$ cat src/rtl/mul_share_arb_if.sv
// Handshake bundle for the shared multiplier: per-requester operand ports,
// one product response port and the issue counter.
interface mul_share_arb_if #(
  parameter int NREQ  = 4,
  parameter int WIDTH = 8
);
  localparam int ID_W = $clog2(NREQ);

  logic [NREQ-1:0]       req_valid;
  logic [NREQ-1:0]       req_ready;
  logic [NREQ*WIDTH-1:0] req_a;
  logic [NREQ*WIDTH-1:0] req_b;
  logic                  rsp_valid;
  logic                  rsp_ready;
  logic [2*WIDTH-1:0]    rsp_p;
  logic [ID_W-1:0]       rsp_id;
  logic [15:0]           issue_cnt;

  modport master (
    output req_valid, req_a, req_b, rsp_ready,
    input  req_ready, rsp_valid, rsp_p, rsp_id, issue_cnt
  );

  modport slave (
    input  req_valid, req_a, req_b, rsp_ready,
    output req_ready, rsp_valid, rsp_p, rsp_id, issue_cnt
  );
endinterface

$ cat src/rtl/mul_share_arb.sv
// One signed WIDTH x WIDTH multiplier shared by NREQ requesters through a
// round-robin arbiter; two-stage pipeline stalled by response backpressure.
module mul_share_arb #(
  parameter int NREQ  = 4,
  parameter int WIDTH = 8
) (
  input logic            CLK,
  input logic            rst_n,
  mul_share_arb_if.slave bus
);
  localparam int ID_W = $clog2(NREQ);

  logic                    r_v1;
  logic signed [WIDTH-1:0] r_a1;
  logic signed [WIDTH-1:0] r_b1;
  logic [ID_W-1:0]         r_id1;
  logic [ID_W-1:0]         r_ptr;
  logic [15:0]             r_cnt;
  logic                    r_rsp_valid;
  logic [2*WIDTH-1:0]      r_rsp_p;
  logic [ID_W-1:0]         r_rsp_id;

  logic                    w_ce;
  logic                    w_found;
  logic                    w_fire;
  logic [ID_W-1:0]         w_gnt;
  logic [NREQ-1:0]         w_req_ready;
  logic [WIDTH-1:0]        w_a;
  logic [WIDTH-1:0]        w_b;
  logic [2*WIDTH-1:0]      w_a_ext;
  logic [2*WIDTH-1:0]      w_b_ext;
  logic [2*WIDTH-1:0]      w_prod;

  function automatic logic [ID_W-1:0] rr_next(input logic [ID_W-1:0] ptr, input int step);
    int sum;
    sum = int'(ptr) + step;
    if (sum >= NREQ) begin
      sum = sum - NREQ;
    end else begin
      sum = sum;
    end
    return ID_W'(sum);
  endfunction

  assign w_ce   = !(r_rsp_valid && !bus.rsp_ready);
  assign w_fire = w_found && w_ce;

  // Round-robin search; scanning farthest-first lets the nearest valid requester win.
  always_comb begin
    w_found = 1'b0;
    w_gnt   = '0;
    for (int k = NREQ; k >= 1; k--) begin
      w_gnt   = bus.req_valid[rr_next(r_ptr, k)] ? rr_next(r_ptr, k) : w_gnt;
      w_found = w_found | bus.req_valid[rr_next(r_ptr, k)];
    end
  end

  // One-hot accept for the winner, suppressed while the pipeline is stalled.
  always_comb begin
    w_req_ready = '0;
    if (w_fire) begin
      w_req_ready[w_gnt] = 1'b1;
    end else begin
      w_req_ready = '0;
    end
  end

  assign w_a     = bus.req_a[w_gnt*WIDTH +: WIDTH];
  assign w_b     = bus.req_b[w_gnt*WIDTH +: WIDTH];
  assign w_a_ext = {{WIDTH{r_a1[WIDTH-1]}}, r_a1};
  assign w_b_ext = {{WIDTH{r_b1[WIDTH-1]}}, r_b1};
  assign w_prod  = $signed(w_a_ext) * $signed(w_b_ext);

  // Stage 1: operand/ID capture, arbitration pointer and issue counter.
  always_ff @(posedge CLK or negedge rst_n) begin
    if (!rst_n) begin
      r_v1  <= 1'b0;
      r_a1  <= '0;
      r_b1  <= '0;
      r_id1 <= '0;
      r_ptr <= ID_W'(NREQ - 1);
      r_cnt <= 16'd0;
    end else if (w_ce) begin
      if (w_fire) begin
        r_v1  <= 1'b1;
        r_a1  <= w_a;
        r_b1  <= w_b;
        r_id1 <= w_gnt;
        r_ptr <= w_gnt;
        r_cnt <= r_cnt + 16'd1;
      end else begin
        r_v1 <= 1'b0;
      end
    end
  end

  // Stage 2: product register; data only refreshed when stage 1 holds an op.
  always_ff @(posedge CLK or negedge rst_n) begin
    if (!rst_n) begin
      r_rsp_valid <= 1'b0;
      r_rsp_p     <= '0;
      r_rsp_id    <= '0;
    end else if (w_ce) begin
      r_rsp_valid <= r_v1;
      if (r_v1) begin
        r_rsp_p  <= w_prod;
        r_rsp_id <= r_id1;
      end
    end
  end

  assign bus.req_ready = w_req_ready;
  assign bus.rsp_valid = r_rsp_valid;
  assign bus.rsp_p     = r_rsp_p;
  assign bus.rsp_id    = r_rsp_id;
  assign bus.issue_cnt = r_cnt;
endmodule

$ cat src/flat_wrapper.sv
// flat-port wrapper written by rule: the top's interface ports become plain ports
module mul_share_arb_flat 
#(
  parameter int NREQ  = 4,
  parameter int WIDTH = 8
)
  (CLK, rst_n, bus_req_valid, bus_req_a, bus_req_b, bus_rsp_ready, bus_req_ready, bus_rsp_valid, bus_rsp_p, bus_rsp_id, bus_issue_cnt);
  mul_share_arb_if #(.NREQ(NREQ), .WIDTH(WIDTH)) bus_i ();
  input logic CLK;
  input logic rst_n;
  input wire logic [$bits(bus_i.req_valid)-1:0] bus_req_valid;
  input wire logic [$bits(bus_i.req_a)-1:0] bus_req_a;
  input wire logic [$bits(bus_i.req_b)-1:0] bus_req_b;
  input wire logic [$bits(bus_i.rsp_ready)-1:0] bus_rsp_ready;
  output wire logic [$bits(bus_i.req_ready)-1:0] bus_req_ready;
  output wire logic [$bits(bus_i.rsp_valid)-1:0] bus_rsp_valid;
  output wire logic [$bits(bus_i.rsp_p)-1:0] bus_rsp_p;
  output wire logic [$bits(bus_i.rsp_id)-1:0] bus_rsp_id;
  output wire logic [$bits(bus_i.issue_cnt)-1:0] bus_issue_cnt;
  assign bus_i.req_valid = bus_req_valid;
  assign bus_i.req_a = bus_req_a;
  assign bus_i.req_b = bus_req_b;
  assign bus_i.rsp_ready = bus_rsp_ready;
  assign bus_req_ready = bus_i.req_ready;
  assign bus_rsp_valid = bus_i.rsp_valid;
  assign bus_rsp_p = bus_i.rsp_p;
  assign bus_rsp_id = bus_i.rsp_id;
  assign bus_issue_cnt = bus_i.issue_cnt;
  mul_share_arb #(.NREQ(NREQ), .WIDTH(WIDTH)) u_core (.CLK(CLK), .rst_n(rst_n), .bus(bus_i));
endmodule
$ cat config.mk
export PLATFORM = sky130hd
export DESIGN_NAME = mul_share_arb_flat
export DESIGN_NICKNAME = d
export VERILOG_FILES = /design/src/rtl/mul_share_arb_if.sv /design/src/rtl/mul_share_arb.sv /design/src/flat_wrapper.sv
export SDC_FILE = /design/constraint.sdc
export NUM_CORES = 1
export LEC_CHECK = 0
export CORE_ASPECT_RATIO = 0.75
export CORE_MARGIN = 2
export CORE_UTILIZATION = 30
export CTS_BUF_LIST = sky130_fd_sc_hd__clkbuf_8
export CTS_CLUSTER_DIAMETER = 150
export DETAILED_ROUTE_END_ITERATION = 10
export GPL_ROUTABILITY_DRIVEN = 0
export SLEW_MARGIN = 5
export SYNTH_ARGS = -nofsm -noshare
export SYNTH_HDL_FRONTEND = slang
export SYNTH_SLANG_ARGS = --single-unit
$ cat constraint.sdc
create_clock -name CLK -period 5.1 [get_ports CLK]
set_clock_uncertainty 0.05 [all_clocks]
set_input_delay 0.51 -clock CLK [delete_from_list [all_inputs] [get_ports CLK]]
set_output_delay 0.51 -clock CLK [all_outputs]
set_load 0.005 [all_outputs]
== After elaboration in Yosys (flattened, before gate mapping) ==
Cells that the tools add are included.

* Register bits: 56
* ROM bits: 0
* Bits in latches: 0
* Memories kept: 0
* Output and inout port bits: 39
* Bits of input ports: 71
* Logic and storage cells: 62
* Memory bits (writable): 0

* Add/subtract/negate cells: 9
* Equality and inequality tests: 0
* Bitwise operators: 4
* Magnitude comparators: 10
* Shift operators: 2
* Multiply operators: 1
* Muxes and demuxes: 20
* Reduce and logical (&&, ||, !) cells: 7
* Divide/modulo/power cells: 0

{| class="wikitable"
|+ Operator list
! operator !! count
|-
| indexed part select 32 x 6 -> 8 bit || 2
|-
| adder 16 x 1 -> 16 bit (second input constant) || 1
|-
| multiplier 8 x 8 -> 16 bit || 1
|-
| 2-to-1 mux 2 bit || 8
|-
| < comparator 2 x 3 -> 1 bit (second input constant) || 5
|-
| >= comparator 3 bit (second input constant) || 3
|-
| binary-select mux 1 bit (select 2 bit) || 4
|-
| subtractor 2 x 1 -> 2 bit (second input constant) || 4
|-
| adder 2 x 2 -> 3 bit (second input constant) || 2
|-
| 2-to-1 mux 1 bit || 6
|-
| adder 2 x 3 -> 4 bit (second input constant) || 1
|-
| >= comparator 4 x 3 -> 1 bit (second input constant) || 1
|-
| 2-to-1 mux 4 bit || 1
|-
| AND reduction 2 bit || 2
|-
| adder 2 x 1 -> 3 bit (second input constant) || 1
|-
| logical AND 1 bit || 3
|-
| OR 1 bit || 3
|-
| demux 1 bit (select 2 bit) || 1
|-
| >= comparator 2 x 1 -> 1 bit (second input constant) || 1
|-
| logical NOT 1 bit || 2
|-
| inverter 1 bit || 1
|}

== Depth between registers and ports, before layout ==
* Depth in word-level cells: 14
* Mapped depth: 17
* Mapped depth without buffers: 17

== Least setup slack after synthesis ==
No wires, ideal clock.

* Kind: reg-to-reg
* Start: reg u_core.r_a1[7]
* End: reg u_core.r_rsp_p[14], in the netlist u_core.bus.rsp_p[14]
* Clock period less this slack: 4.417 ns
* Required time: 4.930 ns
* Path buffers: 0
* Arrival time: 4.246 ns
* Setup slack: 0.683 ns
* Stages on the path, launching flop included: 16
* Setup time: 0.120 ns
* Path through: dfrtp_1 -> and2_1 -> fa_1 -> inv_1 -> fa_1 -> inv_1 -> fa_1 -> inv_1 -> fa_1 -> inv_1 -> ha_1 -> a21o_1 -> nor4_1 -> a211o_1 -> a21o_1 -> a41o_1

* Longest elaborated chain between the ends: 1

{| class="wikitable"
|+ Ends and longest elaborated chain
! what !! line !! text
|-
| start: declaration || mul_share_arb.sv:14 || <nowiki>logic signed [WIDTH-1:0] r_a1;</nowiki>
|-
| start signal: assignment || mul_share_arb.sv:86 || <nowiki>r_a1 <= w_a;</nowiki>
|-
| multiplier 8 x 8 -> 16 bit || mul_share_arb.sv:72 || <nowiki>assign w_prod = $signed(w_a_ext) * $signed(w_b_ext);</nowiki>
|-
| end signal: assignment || mul_share_arb.sv:106 || <nowiki>r_rsp_p <= w_prod;</nowiki>
|-
| end: declaration || mul_share_arb.sv:20 || <nowiki>logic [2*WIDTH-1:0] r_rsp_p;</nowiki>
|}

No other way between the ends.
A chain may end at the register's enable or synchronous reset.

== Final worst setup path ==
Same ends and word-level chain as after synthesis.

==> impl_summary.md <==
Yosys
By count the netlist is led by sky130_fd_sc_hd__inv_1 (90), sky130_fd_sc_hd__fa_1 (55), sky130_fd_sc_hd__dfrtp_1 (54). The leading register cell type out of synthesis is sky130_fd_sc_hd__dfrtp_1. Synthesis produced a netlist with a net count of approximately 650. Averaged over all synthesized cells, the footprint is 10.6 um^2. The flip-flop and latch count after synthesis is between 50 and 60. In the synthesized netlist, mux cells make up between 10% and 20% of the area. The share of the yosys chip area belonging to registers is ~27%. The dominant combinational cell family by area after synthesis is adder cells.

For this run, the number of Yosys warnings is 0. The number of different library cells used by synthesis comes to 42. sky130_fd_sc_hd__inv_1 is the most common cell in the netlist.

The synthesized netlist devotes around an eighth of its cell area to simple gates. The synthesized netlist devotes 6.35% of its cell area to compound gates. Ranked by total cell area, the synthesized netlist is headed by sky130_fd_sc_hd__dfrtp_1 (26%), sky130_fd_sc_hd__fa_1 (21%), sky130_fd_sc_hd__ha_1 (7.2%). The synthesized cell area is 5180 um^2. The post-synthesis instance total is ~500.

Of the total synthesized cell area, the portion taken by XOR and XNOR cells is around 4.9%. The cell type contributing the most total cell area after synthesis is sky130_fd_sc_hd__dfrtp_1. Summed over its instances, the top area cell type makes up between 20% and 30% of the synthesized netlist area. The adder and majority cell fraction of the synthesized area is between 20% and 30%.

The number of flops mapped to enable cells by yosys is 0. The share of synthesized registers carrying an async set or reset is 100%.

Timing
Setup repair after global routing left no endpoint under its margin. The max-slew violation count was 0. The final cycle utilization of the critical path is 91.7%. For the pin with the worst max-slew slack, the measured transition is ~900 ps.

In the post-route analysis, the smallest setup slack over all paths is ~420 ps. For this run, the top clock speed supported by timing is between 200 and 250 MHz. In this run the tightest slew margin relative to its limit is 39.9%. The count of final hold-check violations is 0. The total negative slack for setup checks is 0 ps. Subtracting the final worst setup slack from the clock period gives about 4700 ps. Setup violations remaining at the end of the flow were counted as 0.

Route
Across all layers, the routed design uses roughly 3700 vias. The number of antenna-violating nets in the routed design is 0. The first TritonRoute pass finished after 4 iterations. In the final routed layout, each cell accounts on average for around 15 um. The wire length reported by the detailed router is 11900 um. For this run, design rule violations remaining after detail routing come to 0. The per-cell via count in the routed design is roughly 4.5. The detailed router finished its first iteration with about 130 violations.

Setup path
Data on the critical path is required at its endpoint by between 5000 and 6000 ps. The biggest fanout along the worst timing path is 9. The critical path in this run is classified as reg -> reg. STA classifies the critical path endpoint as a flop. The data arrival at the endpoint of the critical path is between 4000 and 5000 ps. The category of the worst setup path launch point is a flop. The largest single stage delay on the critical path is 560 ps. Measured in cells, the most critical reg-to-reg path has a length of 16. The path length in cells of the critical path is 16. The signal on the critical path passes through and2_1 > fa_1 > inv_1 > fa_1 > inv_1 > fa_1 > inv_1 > fa_1 > inv_1 > ha_1 > o21a_1 > o21a_1 > o21ai_0 > a211o_1 > a21o_1 > a41o_1. For this design, the slowest cell found on the critical path is sky130_fd_sc_hd__fa_1. The number of buffers and inverters on the critical path is 4. The cell type group with the largest total delay on the critical path is adder cells.

Cells and area
The proportion of layout cells with a drive suffix above 1 is 9.02%. The final layout contains between 700 and 800 nets. The layout-stage area growth over the synthesis result is 27.5%. The number of antenna diodes is 0.

Global routing
Across every metal layer, demand over resource in global routing totals a little over an eighth. For met1 alone, demand over resource in global routing was 20.3%. The initial antenna violation count is 0. The pin count of the biggest net entering global routing is 57. For this run, global-route usage on met3 was measured as 3.90%.

The first global-routing pass estimated between 20000 and 25000 um of wire. The global-route track usage on met2 is between 20% and 30%. The layer with the highest usage is met1. The via count of the first global-routing pass is 3927. The final global-route overflow total is 0.

Floorplan
The die is 156 um wide. From bottom edge to top edge, the die measures about 120 um. The total number of placement rows is 41. The starting utilization of the core area is between 30% and 40%. The total area inside the core boundary comes to 16900 um^2. The overall die area is 18400 um^2. The count of pins on the block boundary is 110.

CTS
The worst-case clock buffer depth is 2. The number of hold buffers added after CTS is 0. In this run, CTS created clock tree buffers numbering 5. Post-CTS repair changed the size of 0 cells.

The worst-skew pair later-pin latency is between 300 and 400 ps. The TritonCTS clock tree is done. The number of H-tree levels is 2. The clock drives 56 sinks. After clock tree synthesis, the clock-pin slew on the worst setup and hold paths is ~120 ps.

The root buffer cell is sky130_fd_sc_hd__clkbuf_8. The number of setup buffers added after CTS is 0.

Flow run
The total of max-cap violations is 0.

Place
The post-place setup slack is about 420 ps. Input and output buffers added on the ports amount to approximately 110. The post-DP HPWL is between 9000 and 10000 um.

Outcome
The run finished with clean final reports.

Min path
The worst hold path class is in -> async.
-- cells in the final DEF, fill, tap and decap left out, drive strengths merged, types with 2 or more instances in the layout --
master and n:
clkdlybuf4s50 108, inv 91, fa 55, dfrtp 54
and2 46, nand2 43, ha 30, xnor2 23
mux2 22, mux4 16, o21ai 15, nor2 10
a21oi 10, o21a 8, nor2b 7, xor2 6
a21o 6, nand3 5, clkbuf 5, nor3 4
and3 4, buf 4, a31oi 3, nor4 3
nand4 3, nand2b 2, o211ai 2, o31ai 2
dfstp 2
-- per-stage QoR --
| stage | hold WS (ps) | utilization (%) | std cells | instance area, um^2 |
|---|---|---|---|---|
| final | 233 | 39.1 | 814 | 6610 |
| after global routing | 326 | 39.1 | 814 | 6610 |
| after CTS | 275 | 39.1 | 814 | 6610 |
| after detailed placement | 419 | 38.6 | 806 | 6510 |
| after global placement | 410 | 38.6 | 806 | 6510 |
| after floorplan | 164 | - | 489 | 5180 |
-- cells by family (layout without fill, tap and decap cells) --
logic type | Yosys count | count (layout)
flip-flops | 56 | 56
buffers and inverters | 100 | 210
AO/OA/AOI/OAI | 51 | 51
multiplexers | 39 | 39
AND/OR/NAND/NOR | 129 | 129
XOR/XNOR | 29 | 29
adder cells (fa/ha/maj) | 85 | 85
-- final timing paths --
| check | start | endpoint | slack, ps |
|---|---|---|---|
| min | rst_n | u_core.bus.rsp_p[14] | 230 |
| max reg2reg | u_core.r_a1[7] | u_core.bus.rsp_p[14] | 420 |
| max | u_core.r_a1[7] | u_core.bus.rsp_p[14] | 420 |
| min reg2reg | u_core.bus.issue_cnt[15] | u_core.bus.issue_cnt[15] | 430 |
| max in group asynchronous | rst_n | u_core.r_a1[0] | 4270 |
| min in group CLK | u_core.bus.issue_cnt[15] | u_core.bus.issue_cnt[15] | 430 |
-- area by class of cell --
class	instances	area (um^2)
Fill cell	1651	10300
Multi-Input combinational cell	333	3390
Sequential cell	56	1400
Timing Repair Buffer	112	1110
Inverter	90	338
Tap cell	215	269
Clock buffer	5	68.8
Clock inverter	3	27.5
-- flip-flops by register name, summed over array words and instances, names as in the netlist --
name,flops
u_core.r_id1,2
u_core.bus.issue_cnt,16
u_core.r_v1,1
u_core.r_b1,8
u_core.bus.rsp_id,2
u_core.r_ptr,2
u_core.r_a1,8
u_core.bus.rsp_valid,1
u_core.bus.rsp_p,16
-- routing by layer --
| metal | vias to the layer above | part of all wire (%) | wire length [um] |
|---|---|---|---|
| li1 | 1787 | - | - |
| met1 | 1773 | 50 | 5920 |
| met2 | 105 | 43 | 5100 |
| met3 | 6 | 6.8 | 812 |
| met4 | 0 | 0.65 | 77 |
| met5 | - | 0 | 0 |
Power is left out: the tool's default activity adds up to more than one toggle a clock period on the data nets, which glitch-free logic cannot reach.
